===== config.mk =====
export PLATFORM = sky130hd
export DESIGN_NAME = req_unique_arbiter
export DESIGN_NICKNAME = d
export VERILOG_FILES = /design/src/rtl/req_unique_arbiter.sv
export SDC_FILE = /design/constraint.sdc
export NUM_CORES = 1
export LEC_CHECK = 0
export BUFFER_PORTS_ARGS = -buffer_cell sky130_fd_sc_hd__buf_2
export CAP_MARGIN = 20
export CORE_ASPECT_RATIO = 2
export CORE_MARGIN = 4
export CORE_UTILIZATION = 34
export CTS_CLUSTER_DIAMETER = 200
export DETAILED_ROUTE_END_ITERATION = 7
export PLACE_DENSITY = 0.64
export RECOVER_POWER = 100
export SYNTH_ARGS = -nofsm -noshare
export SYNTH_HDL_FRONTEND = slang
export SYNTH_SLANG_ARGS = --single-unit

===== constraint.sdc =====
create_clock -name clk -period 1.6 [get_ports clk]
set_input_delay 0 -clock clk [delete_from_list [all_inputs] [get_ports clk]]
set_output_delay 0 -clock clk [all_outputs]
set_load 0.05 [all_outputs]

===== src/rtl/req_unique_arbiter.sv =====
// ---------------------------------------------------------------------------
// req_unique_arbiter : N-way single-owner arbiter with priority/RR/unique/unique0 modes
// Revision 1.0
// ---------------------------------------------------------------------------
`default_nettype none

module req_unique_arbiter #(
   parameter int N       = 4,
   parameter int TIMEOUT = 16,
   parameter int CNT_W   = 8
) (
   input  logic                 clk,
   input  logic                 rst_n,
   input  logic                 arb_en,
   input  logic [N-1:0]         req,
   input  logic [1:0]           mode,
   input  logic                 done,
   output logic [N-1:0]         gnt,
   output logic                 gnt_valid,
   output logic [$clog2(N)-1:0] gnt_id,
   output logic                 busy,
   output logic                 multi_err,
   output logic                 none_err,
   output logic                 timeout_err,
   output logic [CNT_W-1:0]     err_cnt
);

   localparam int ID_W = $clog2(N);
   localparam int TW   = $clog2(TIMEOUT);

   localparam logic [1:0] MODE_PRIO    = 2'b00;
   localparam logic [1:0] MODE_RR      = 2'b01;
   localparam logic [1:0] MODE_UNIQUE  = 2'b10;
   localparam logic [1:0] MODE_UNIQUE0 = 2'b11;

   typedef enum logic [1:0] {
      IDLE  = 2'd0,
      GRANT = 2'd1,
      COOL  = 2'd2
   } state_t;

   state_t            state_q, state_d;
   logic [N-1:0]      gnt_q, gnt_d;
   logic [ID_W-1:0]   gnt_id_q, gnt_id_d;
   logic [ID_W-1:0]   rr_ptr_q, rr_ptr_d;
   logic [TW-1:0]     tmo_cnt_q, tmo_cnt_d;
   logic              multi_q, multi_d;
   logic              none_q, none_d;
   logic              tmo_err_q, tmo_err_d;
   logic [CNT_W-1:0]  err_cnt_q, err_cnt_d;

   logic              w_lo_found, w_lo_multi;
   logic [ID_W-1:0]   w_lo_idx;
   logic              w_rr_found;
   logic [ID_W-1:0]   w_rr_idx;
   logic [ID_W:0]     w_rr_pos;
   logic              w_win_vld;
   logic [ID_W-1:0]   w_win_idx;

   // Lowest-index requester, plus a flag for more than one request
   always_comb begin
      w_lo_found = 1'b0;
      w_lo_multi = 1'b0;
      w_lo_idx   = '0;
      for (int i = 0; i < N; i++) begin
         if (req[i]) begin
            if (w_lo_found) begin
               w_lo_multi = 1'b1;
            end else begin
               w_lo_found = 1'b1;
               w_lo_idx   = ID_W'(i);
            end
         end
      end
   end

   // First requester at or after the round-robin pointer, wrapping past N-1
   always_comb begin
      w_rr_found = 1'b0;
      w_rr_idx   = '0;
      w_rr_pos   = '0;
      for (int k = 0; k < N; k++) begin
         w_rr_pos = {1'b0, rr_ptr_q} + (ID_W+1)'(k);
         if (w_rr_pos >= (ID_W+1)'(N)) begin
            w_rr_pos = w_rr_pos - (ID_W+1)'(N);
         end
         if (!w_rr_found && req[w_rr_pos[ID_W-1:0]]) begin
            w_rr_found = 1'b1;
            w_rr_idx   = w_rr_pos[ID_W-1:0];
         end
      end
   end

   always_comb begin
      state_d   = state_q;
      gnt_d     = gnt_q;
      gnt_id_d  = gnt_id_q;
      rr_ptr_d  = rr_ptr_q;
      tmo_cnt_d = tmo_cnt_q;
      multi_d   = 1'b0;
      none_d    = 1'b0;
      tmo_err_d = 1'b0;
      err_cnt_d = err_cnt_q;
      w_win_vld = 1'b0;
      w_win_idx = '0;

      case (state_q)
         IDLE: begin
            if (arb_en) begin
               case (mode)
                  MODE_PRIO: begin
                     w_win_vld = w_lo_found;
                     w_win_idx = w_lo_idx;
                  end
                  MODE_RR: begin
                     w_win_vld = w_rr_found;
                     w_win_idx = w_rr_idx;
                     if (w_rr_found) begin
                        rr_ptr_d = (w_rr_idx == ID_W'(N-1)) ? '0 : w_rr_idx + ID_W'(1);
                     end
                  end
                  MODE_UNIQUE: begin
                     w_win_vld = w_lo_found && !w_lo_multi;
                     w_win_idx = w_lo_idx;
                     multi_d   = w_lo_multi;
                     none_d    = !w_lo_found;
                  end
                  default: begin
                     w_win_vld = w_lo_found && !w_lo_multi;
                     w_win_idx = w_lo_idx;
                     multi_d   = w_lo_multi;
                  end
               endcase
               if (w_win_vld) begin
                  state_d            = GRANT;
                  gnt_d              = '0;
                  gnt_d[w_win_idx]   = 1'b1;
                  gnt_id_d           = w_win_idx;
                  tmo_cnt_d          = '0;
               end
            end
         end
         GRANT: begin
            if (done || (tmo_cnt_q == TW'(TIMEOUT-1))) begin
               state_d   = COOL;
               gnt_d     = '0;
               gnt_id_d  = '0;
               tmo_err_d = !done;
            end else begin
               tmo_cnt_d = tmo_cnt_q + TW'(1);
            end
         end
         COOL: begin
            state_d = IDLE;
         end
         default: begin
            state_d = IDLE;
            gnt_d    = '0;
            gnt_id_d = '0;
         end
      endcase

      // Counter moves together with the pulse it counts
      if ((multi_d || none_d || tmo_err_d) && (err_cnt_q != {CNT_W{1'b1}})) begin
         err_cnt_d = err_cnt_q + CNT_W'(1);
      end
   end

   always_ff @(posedge clk) begin
      if (!rst_n) begin
         state_q   <= IDLE;
         gnt_q     <= '0;
         gnt_id_q  <= '0;
         rr_ptr_q  <= '0;
         tmo_cnt_q <= '0;
         multi_q   <= 1'b0;
         none_q    <= 1'b0;
         tmo_err_q <= 1'b0;
         err_cnt_q <= '0;
      end else begin
         state_q   <= state_d;
         gnt_q     <= gnt_d;
         gnt_id_q  <= gnt_id_d;
         rr_ptr_q  <= rr_ptr_d;
         tmo_cnt_q <= tmo_cnt_d;
         multi_q   <= multi_d;
         none_q    <= none_d;
         tmo_err_q <= tmo_err_d;
         err_cnt_q <= err_cnt_d;
      end
   end

   assign gnt         = gnt_q;
   assign gnt_valid   = |gnt_q;
   assign gnt_id      = gnt_id_q;
   assign busy        = (state_q != IDLE);
   assign multi_err   = multi_q;
   assign none_err    = none_q;
   assign timeout_err = tmo_err_q;
   assign err_cnt     = err_cnt_q;

endmodule

`default_nettype wire


## After elaboration in Yosys (flattened, before gate mapping)

Cells that the tools add are included.

| word-level totals | value |
|---|---|
| bits in registers | 25 |
| bits in latches | 0 |
| memory bits (writable) | 0 |
| memory bits (read-only) | 0 |
| bits of input ports | 10 |
| output and inout port bits | 19 |
| word-level logic and storage cells | 135 |
| memories | 0 |

| operators by class | value |
|---|---|
| add/subtract/negate cells | 10 |
| multipliers | 0 |
| divide/modulo/power cells | 0 |
| order comparisons | 10 |
| equal/unequal tests | 11 |
| shift-type cells | 0 |
| muxes and demuxes | 69 |
| bitwise gates (word level) | 1 |
| reduce and logical (&&, ||, !) cells | 25 |

Operators by type and width:

| operator | number |
|---|---|
| $mux W2 | 22 |
| $mux W1 | 31 |
| $mux W4 | 6 |
| $lt A2 B3 Y1 const B | 5 |
| $pmux W4 S3 | 1 |
| $reduce_and A4 Y1 | 3 |
| $ge A3 B3 Y1 const B | 3 |
| $add A8 B1 Y8 const B | 1 |
| $bmux W1 S2 | 4 |
| $ne A8 B8 Y1 const B | 1 |
| $pmux W4 S2 | 1 |
| $sub A2 B1 Y2 const B | 4 |
| $add A2 B2 Y3 const B | 2 |
| $eq A2 B2 Y1 const B | 3 |
| $logic_and A1 B1 Y1 | 6 |
| $logic_not A1 Y1 | 6 |
| $ne A2 B2 Y1 const B | 3 |
| $pmux W2 S3 | 1 |
| $add A4 B1 Y4 const B | 1 |
| $eq A2 B1 Y1 const B | 2 |
| $eq A4 B4 Y1 const B | 1 |
| $logic_not A2 Y1 | 2 |
| $pmux W2 S2 | 1 |
| $reduce_bool A2 Y1 | 2 |
| other kinds (12) | 14 |

## Logic depth before layout (Yosys ltp)

| depth | value |
|---|---|
| depth in word-level cells | 24 |
| mapped depth | 7 |
| depth with buffers taken out | 6 |

## Least setup slack after synthesis

OpenSTA, ideal clock, no wires.

| timing path | value |
|---|---|
| path type | flip-flop to flip-flop |
| from | register err_cnt_q[0] (netlist: err_cnt[0]) |
| to | register err_cnt_q[5] (netlist: err_cnt[5]) |
| library setup time | 70 ps |
| arrival | 1864 ps |
| data required time | 1530 ps |
| setup slack | -333 ps |
| stages on the path, launching flop included | 7 |
| buffers on the path | 0 |
| period minus slack after synthesis | 1933 ps |
| path through | dfxtp_1 > ha_1 > nand3_1 > or2_2 > nand4_1 > or4_1 > a21oi_2 |

| between the ends | value |
|---|---|
| longest elaborated chain between the ends | 2 |
| elaborated cells between the ends (all ways) | 3 |
| those cells by class | add/sub (1); eq/ne (1); reduce/logical (1) |

RTL lines:

| what | RTL line | RTL |
|---|---|---|
| start: declaration | 50 | `logic [CNT_W-1:0] err_cnt_q, err_cnt_d;` |
| start signal: assignment | 189 | `err_cnt_q <= err_cnt_d;` |
| branches (longest 2 deep; another with $add A8 B1 Y8) | n/a |  |

Parallel ways; which one is timed is not known.
A chain may end at the register's enable or synchronous reset.

## Worst setup path in the final report

| timing path | value |
|---|---|
| from | register state_q[1] |
| to | register tmo_cnt_q[2] |

| between the ends | value |
|---|---|
| longest elaborated chain between the ends | 3 |
| elaborated cells between the ends (all ways) | 8 |
| those cells by class | eq/ne (4); mux (1); reduce/logical (3) |

RTL lines:

| what | RTL line | RTL |
|---|---|---|
| start: declaration | 42 | `state_t state_q, state_d;` |
| start signal: assignment | 181 | `state_q <= state_d;` |
| $eq A2 B1 Y1 / $logic_not A2 Y1 (equally long branches) | 107 | `case (state_q)` |
| $ne A2 B2 Y1 (no source line), or another cell as far along | n/a |  |
| $reduce_and A4 Y1 (no source line) | n/a |  |
| end signal: assignment | 185 | `tmo_cnt_q <= tmo_cnt_d;` |
| end: declaration | 46 | `logic [TW-1:0] tmo_cnt_q, tmo_cnt_d;` |

Parallel ways exist; a longest one is shown, timed or not.

==> insert_results.sql <==
INSERT INTO impl_metrics (metric_group, metric, value, unit) VALUES
('logic_synthesis', 'synth-edff-count', '0', ''),
('global_routing', 'wire_length_of_the_first_global_routing_pass', '6.00', 'mm'),
('timing', 'grt_setup_unrepaired', 'yes', ''),
('logic_synthesis', 'async_set_or_reset_register_ratio_after_synthesis', '0', ''),
('routing', 'routed_via_density', '5.55', ''),
('layout', 'fraction_of_layout_cells_with_a_size_suffix_above_1', '0.399', ''),
('min_path', 'path_type_of_the_worst_min_delay_path', 'primary input to flip-flop', ''),
('clock_network', 'cts_tree', 'done', ''),
('global_routing', 'via_count_of_the_first_global_routing_pass', '1435', ''),
('pwr', 'power_density', '701', 'nW/um2'),
('floorplanning', 'io_pins', '29', ''),
('layout', 'post-route-util', '0.506', ''),
('logic_synthesis', 'synth.avg_cell_area', '8.73', 'um2'),
('layout', 'final-seq-area', '519', 'um2'),
('pwr', 'switchingPower', '381', 'uW'),
('timing', 'fin_crit', '1600', 'ps'),
('critical_path', 'critical_path.max_stage_delay', '620', 'ps'),
('timing', 'hold_violations', '0', ''),
('placement', 'io_port_bufs', '28', ''),
('timing', 'final_max_slew_viol_count', '0', ''),
('pwr', 'clockPowerShare', '0.271', ''),
('logic_synthesis', 'ys_types', '46', ''),
('pwr', 'seq_power_share', '0.499', ''),
('floorplanning', 'dieArea', '4970', 'um2'),
('clock_network', 'worst_skew_pair.late_latency', '260', 'ps'),
('logic_synthesis', 'yosys_most_used_dff', 'sky130_fd_sc_hd__dfxtp_1', ''),
('global_routing', 'grt_usage', '0.154', ''),
('min_path', 'min_delay_path_depth', '2', ''),
('floorplanning', 'core.rowCount', '31', ''),
('critical_path', 'cp-end-kind', 'flip-flop', ''),
('critical_path', 'r2r.worst_path.cells', '5', ''),
('placement', 'dp_cells', '245', ''),
('pwr', 'peakVddDrop', '0.000512', 'V'),
('layout', 'final-instance-count-excl-fill', '252', ''),
('critical_path', 'r2r_slack', '2', 'ps'),
('clock_network', 'clock_path_buffers', '2', ''),
('logic_synthesis', 'synthesis.area', '1310', 'um2'),
('clock_network', 'htreeDepth', '1', ''),
('layout', 'syn_to_final_growth', '42.4', '%'),
('critical_path', 'cp.required', '1800', 'ps'),
('floorplanning', 'fp.coreArea', '3680', 'um2'),
('floorplanning', 'die_w', '51.9', 'um'),
('placement', 'detailed_place_hpwl', '2.74', 'mm'),
('global_routing', 'initial_antenna_violation_count', '0', ''),
('routing', 'drt_iter0_markers', '36', ''),
('timing', 'max_freq', '626', 'MHz'),
('routing', 'via_count', '1399', ''),
('floorplanning', 'initial_core_utilization', '0.355', ''),
('global_routing', 'grt_remaining_overflow', '0', ''),
('critical_path', 'crit_type', 'flip-flop to flip-flop', ''),
('logic_synthesis', 'synth_seq_area_share', '0.382', ''),
('timing', 'fin_worst_skew', '4.75', 'ps'),
('pwr', 'comb_power_share', '0.230', ''),
('logic_synthesis', 'synth-seq-cells', '25', ''),
('clock_network', 'cts_root_buffer', 'sky130_fd_sc_hd__clkbuf_8', ''),
('pwr', 'cellLeakagePower', '0.000668', 'uW'),
('routing', 'ant_nets', '0', ''),
('logic_synthesis', 'netlist_instances', '150', ''),
('routing', 'final_routed_drc_violation_total', '0', ''),
('critical_path', 'worst_setup_path_start_kind', 'flip-flop', ''),
('routing', 'drt-pass1-iter-count', '4', ''),
('timing', 'setup_violating_endpoint_count_in_the_final_report', '0', ''),
('timing', 'tightest_slew', '609', 'ps'),
('timing', 'setup_tns', '0', 'ps'),
('placement', 'place.gp.congestion', '0.811', ''),
('layout', 'antennaDiodeCount', '0', ''),
('timing', 'holdWs', '42.1', 'ps'),
('timing', 'final.period_utilization', '0.999', ''),
('logic_synthesis', 'ys.warnings.count', '0', ''),
('clock_network', 'total_cts_buffers', '3', ''),
('run_status', 'run_status', 'finished clean', '');
## cells in the final DEF (no fill, tap or decap), types with 2 or more instances in the layout
cell type / Yosys / routed
sky130_fd_sc_hd__nand2b_1: 7 / 6
sky130_fd_sc_hd__or3_1: 4 / 3
sky130_fd_sc_hd__clkbuf_8: 0 / 3
sky130_fd_sc_hd__or4_4: 0 / 2
sky130_fd_sc_hd__nand4_1: 4 / 4
sky130_fd_sc_hd__dfxtp_1: 25 / 14
sky130_fd_sc_hd__o2bb2ai_1: 3 / 3
sky130_fd_sc_hd__o21ai_0: 3 / 3
sky130_fd_sc_hd__a21oi_1: 10 / 9
sky130_fd_sc_hd__nor3_2: 2 / 2
sky130_fd_sc_hd__o22ai_1: 2 / 2
sky130_fd_sc_hd__a32o_1: 2 / 2
sky130_fd_sc_hd__nand3_1: 6 / 4
sky130_fd_sc_hd__nand2_1: 4 / 4
sky130_fd_sc_hd__o21a_1: 2 / 2
sky130_fd_sc_hd__buf_2: 0 / 11
sky130_fd_sc_hd__nor3_1: 4 / 3
sky130_fd_sc_hd__nand3b_1: 2 / 2
sky130_fd_sc_hd__and2_1: 4 / 4
sky130_fd_sc_hd__buf_4: 0 / 24
sky130_fd_sc_hd__nor2_1: 8 / 8
sky130_fd_sc_hd__a21oi_2: 6 / 7
sky130_fd_sc_hd__ha_4: 0 / 2
sky130_fd_sc_hd__clkbuf_1: 4 / 18
sky130_fd_sc_hd__o31ai_1: 3 / 3
sky130_fd_sc_hd__or2_4: 0 / 2
sky130_fd_sc_hd__inv_1: 5 / 5
sky130_fd_sc_hd__dfxtp_4: 0 / 2
sky130_fd_sc_hd__nor4_1: 3 / 2
sky130_fd_sc_hd__dfxtp_2: 0 / 9
sky130_fd_sc_hd__o21ai_1: 8 / 7
## flip-flops by register name (all words and copies together), names as in the netlist
signal,cells
gnt,4
none_err,1
tmo_cnt_q,4
err_cnt,8
rr_ptr_q,2
multi_err,1
state_q,2
gnt_id,2
timeout_err,1
## critical path, delay by kind of cell (launching register included)
kind	cells	cell delay [ps]
simple gates	2	770
buf+inv	2	270
flops	1	330
compound gates	1	170
## through the flow
stage / instance area (um2) / worst slack, ps / power [uW]
4_1_cts: 1820 / 2.34 / 1320
6_report: 1860 / 1.67 / 1310
2_1_floorplan: 1350 / -79.4 / 844
5_1_grt: 1860 / -103 / 1390
3_3_place_gp: 1690 / -58.0 / 930
3_5_place_dp: 1690 / -119 / 938
## power groups by stage
stage | Combinational, uW | Clock, uW | Sequential (uW)
floorplan | 145 | 0 | 699
global placement | 268 | 0 | 662
detailed placement | 274 | 0 | 663
CTS | 298 | 369 | 650
global route | 326 | 405 | 655
finish | 300 | 353 | 652
## path summary, 6_finish.rpt
check | start | endpoint
setup / recovery | state_q[1]$_SDFFE_PN0P_ | tmo_cnt_q[2]$_SDFFE_PN0P_
hold / removal | done | timeout_err$_SDFF_PN0_
setup reg to reg | state_q[1]$_SDFFE_PN0P_ | tmo_cnt_q[2]$_SDFFE_PN0P_
hold reg to reg | gnt_id[1]$_SDFFE_PN0P_ | gnt_id[1]$_SDFFE_PN0P_
## final cells by class
class                           instances  share of cell area
Multi-Input combinational cell        114               0.480
Tap cell                               49              0.0329
Clock buffer                            4              0.0242
Inverter                                6              0.0121
Timing Repair Buffer                   54               0.172
Sequential cell                        25               0.279
## cells by family after synthesis
| kind of cell | Yosys count | synth area share |
|---|---|---|
| AO/OA/AOI/OAI | 48 | 0.258 |
| adder cells (fa/ha/maj) | 3 | 0.0277 |
| buffers and inverters | 12 | 0.0459 |
| flip-flops | 25 | 0.382 |
| multiplexers | 1 | 0.00765 |
| AND/OR/NAND/NOR | 61 | 0.278 |
## layer usage
| layer | track usage | wire (um) | vias up |
|---|---|---|---|
| met5 | 0 | 0 | - |
| met4 | 0.0744 | 61 | 0 |
| met3 | 0.0171 | 143 | 6 |
| met2 | 0.294 | 2070 | 33 |
| met1 | 0.158 | 1360 | 685 |
| li1 | - | - | 675 |
## Yosys cell counts (all sizes together), types with 2 or more instances
| master | count | area, um2 |
|---|---|---|
| o21a | 2 | 15.0 |
| inv | 5 | 18.8 |
| or2 | 2 | 12.5 |
| buf | 2 | 22.5 |
| and2 | 4 | 25.0 |
| clkbuf | 4 | 15.0 |
| a32o | 2 | 20.0 |
| nand3b | 2 | 15.0 |
| or4 | 3 | 22.5 |
| nor3 | 6 | 40.0 |
| o2bb2ai | 3 | 26.3 |
| o31ai | 3 | 22.5 |
| ha | 2 | 25.0 |
| dfxtp | 25 | 500 |
| nand2b | 7 | 43.8 |
| or3 | 4 | 25.0 |
| nand3 | 6 | 30.0 |
| nor4 | 3 | 18.8 |
| and3 | 2 | 12.5 |
| o22ai | 2 | 12.5 |
| nand2 | 4 | 15.0 |
| nor2 | 9 | 36.3 |
| o21ai | 11 | 55.1 |
| nand4 | 4 | 25.0 |
| a21oi | 16 | 103 |
## repair_timing
action                                  in CTS  in global routing
setup buffers                                1                  0
hold buffers                                 1                  0
gates resized for setup                      9                 15
hold endpoints to repair                     1                  0
endpoints found under the setup margin      15                 19
pin swaps                                    2                  8
cloned                                       1                  0
Note: power is estimated with default switching activity, not from simulation.
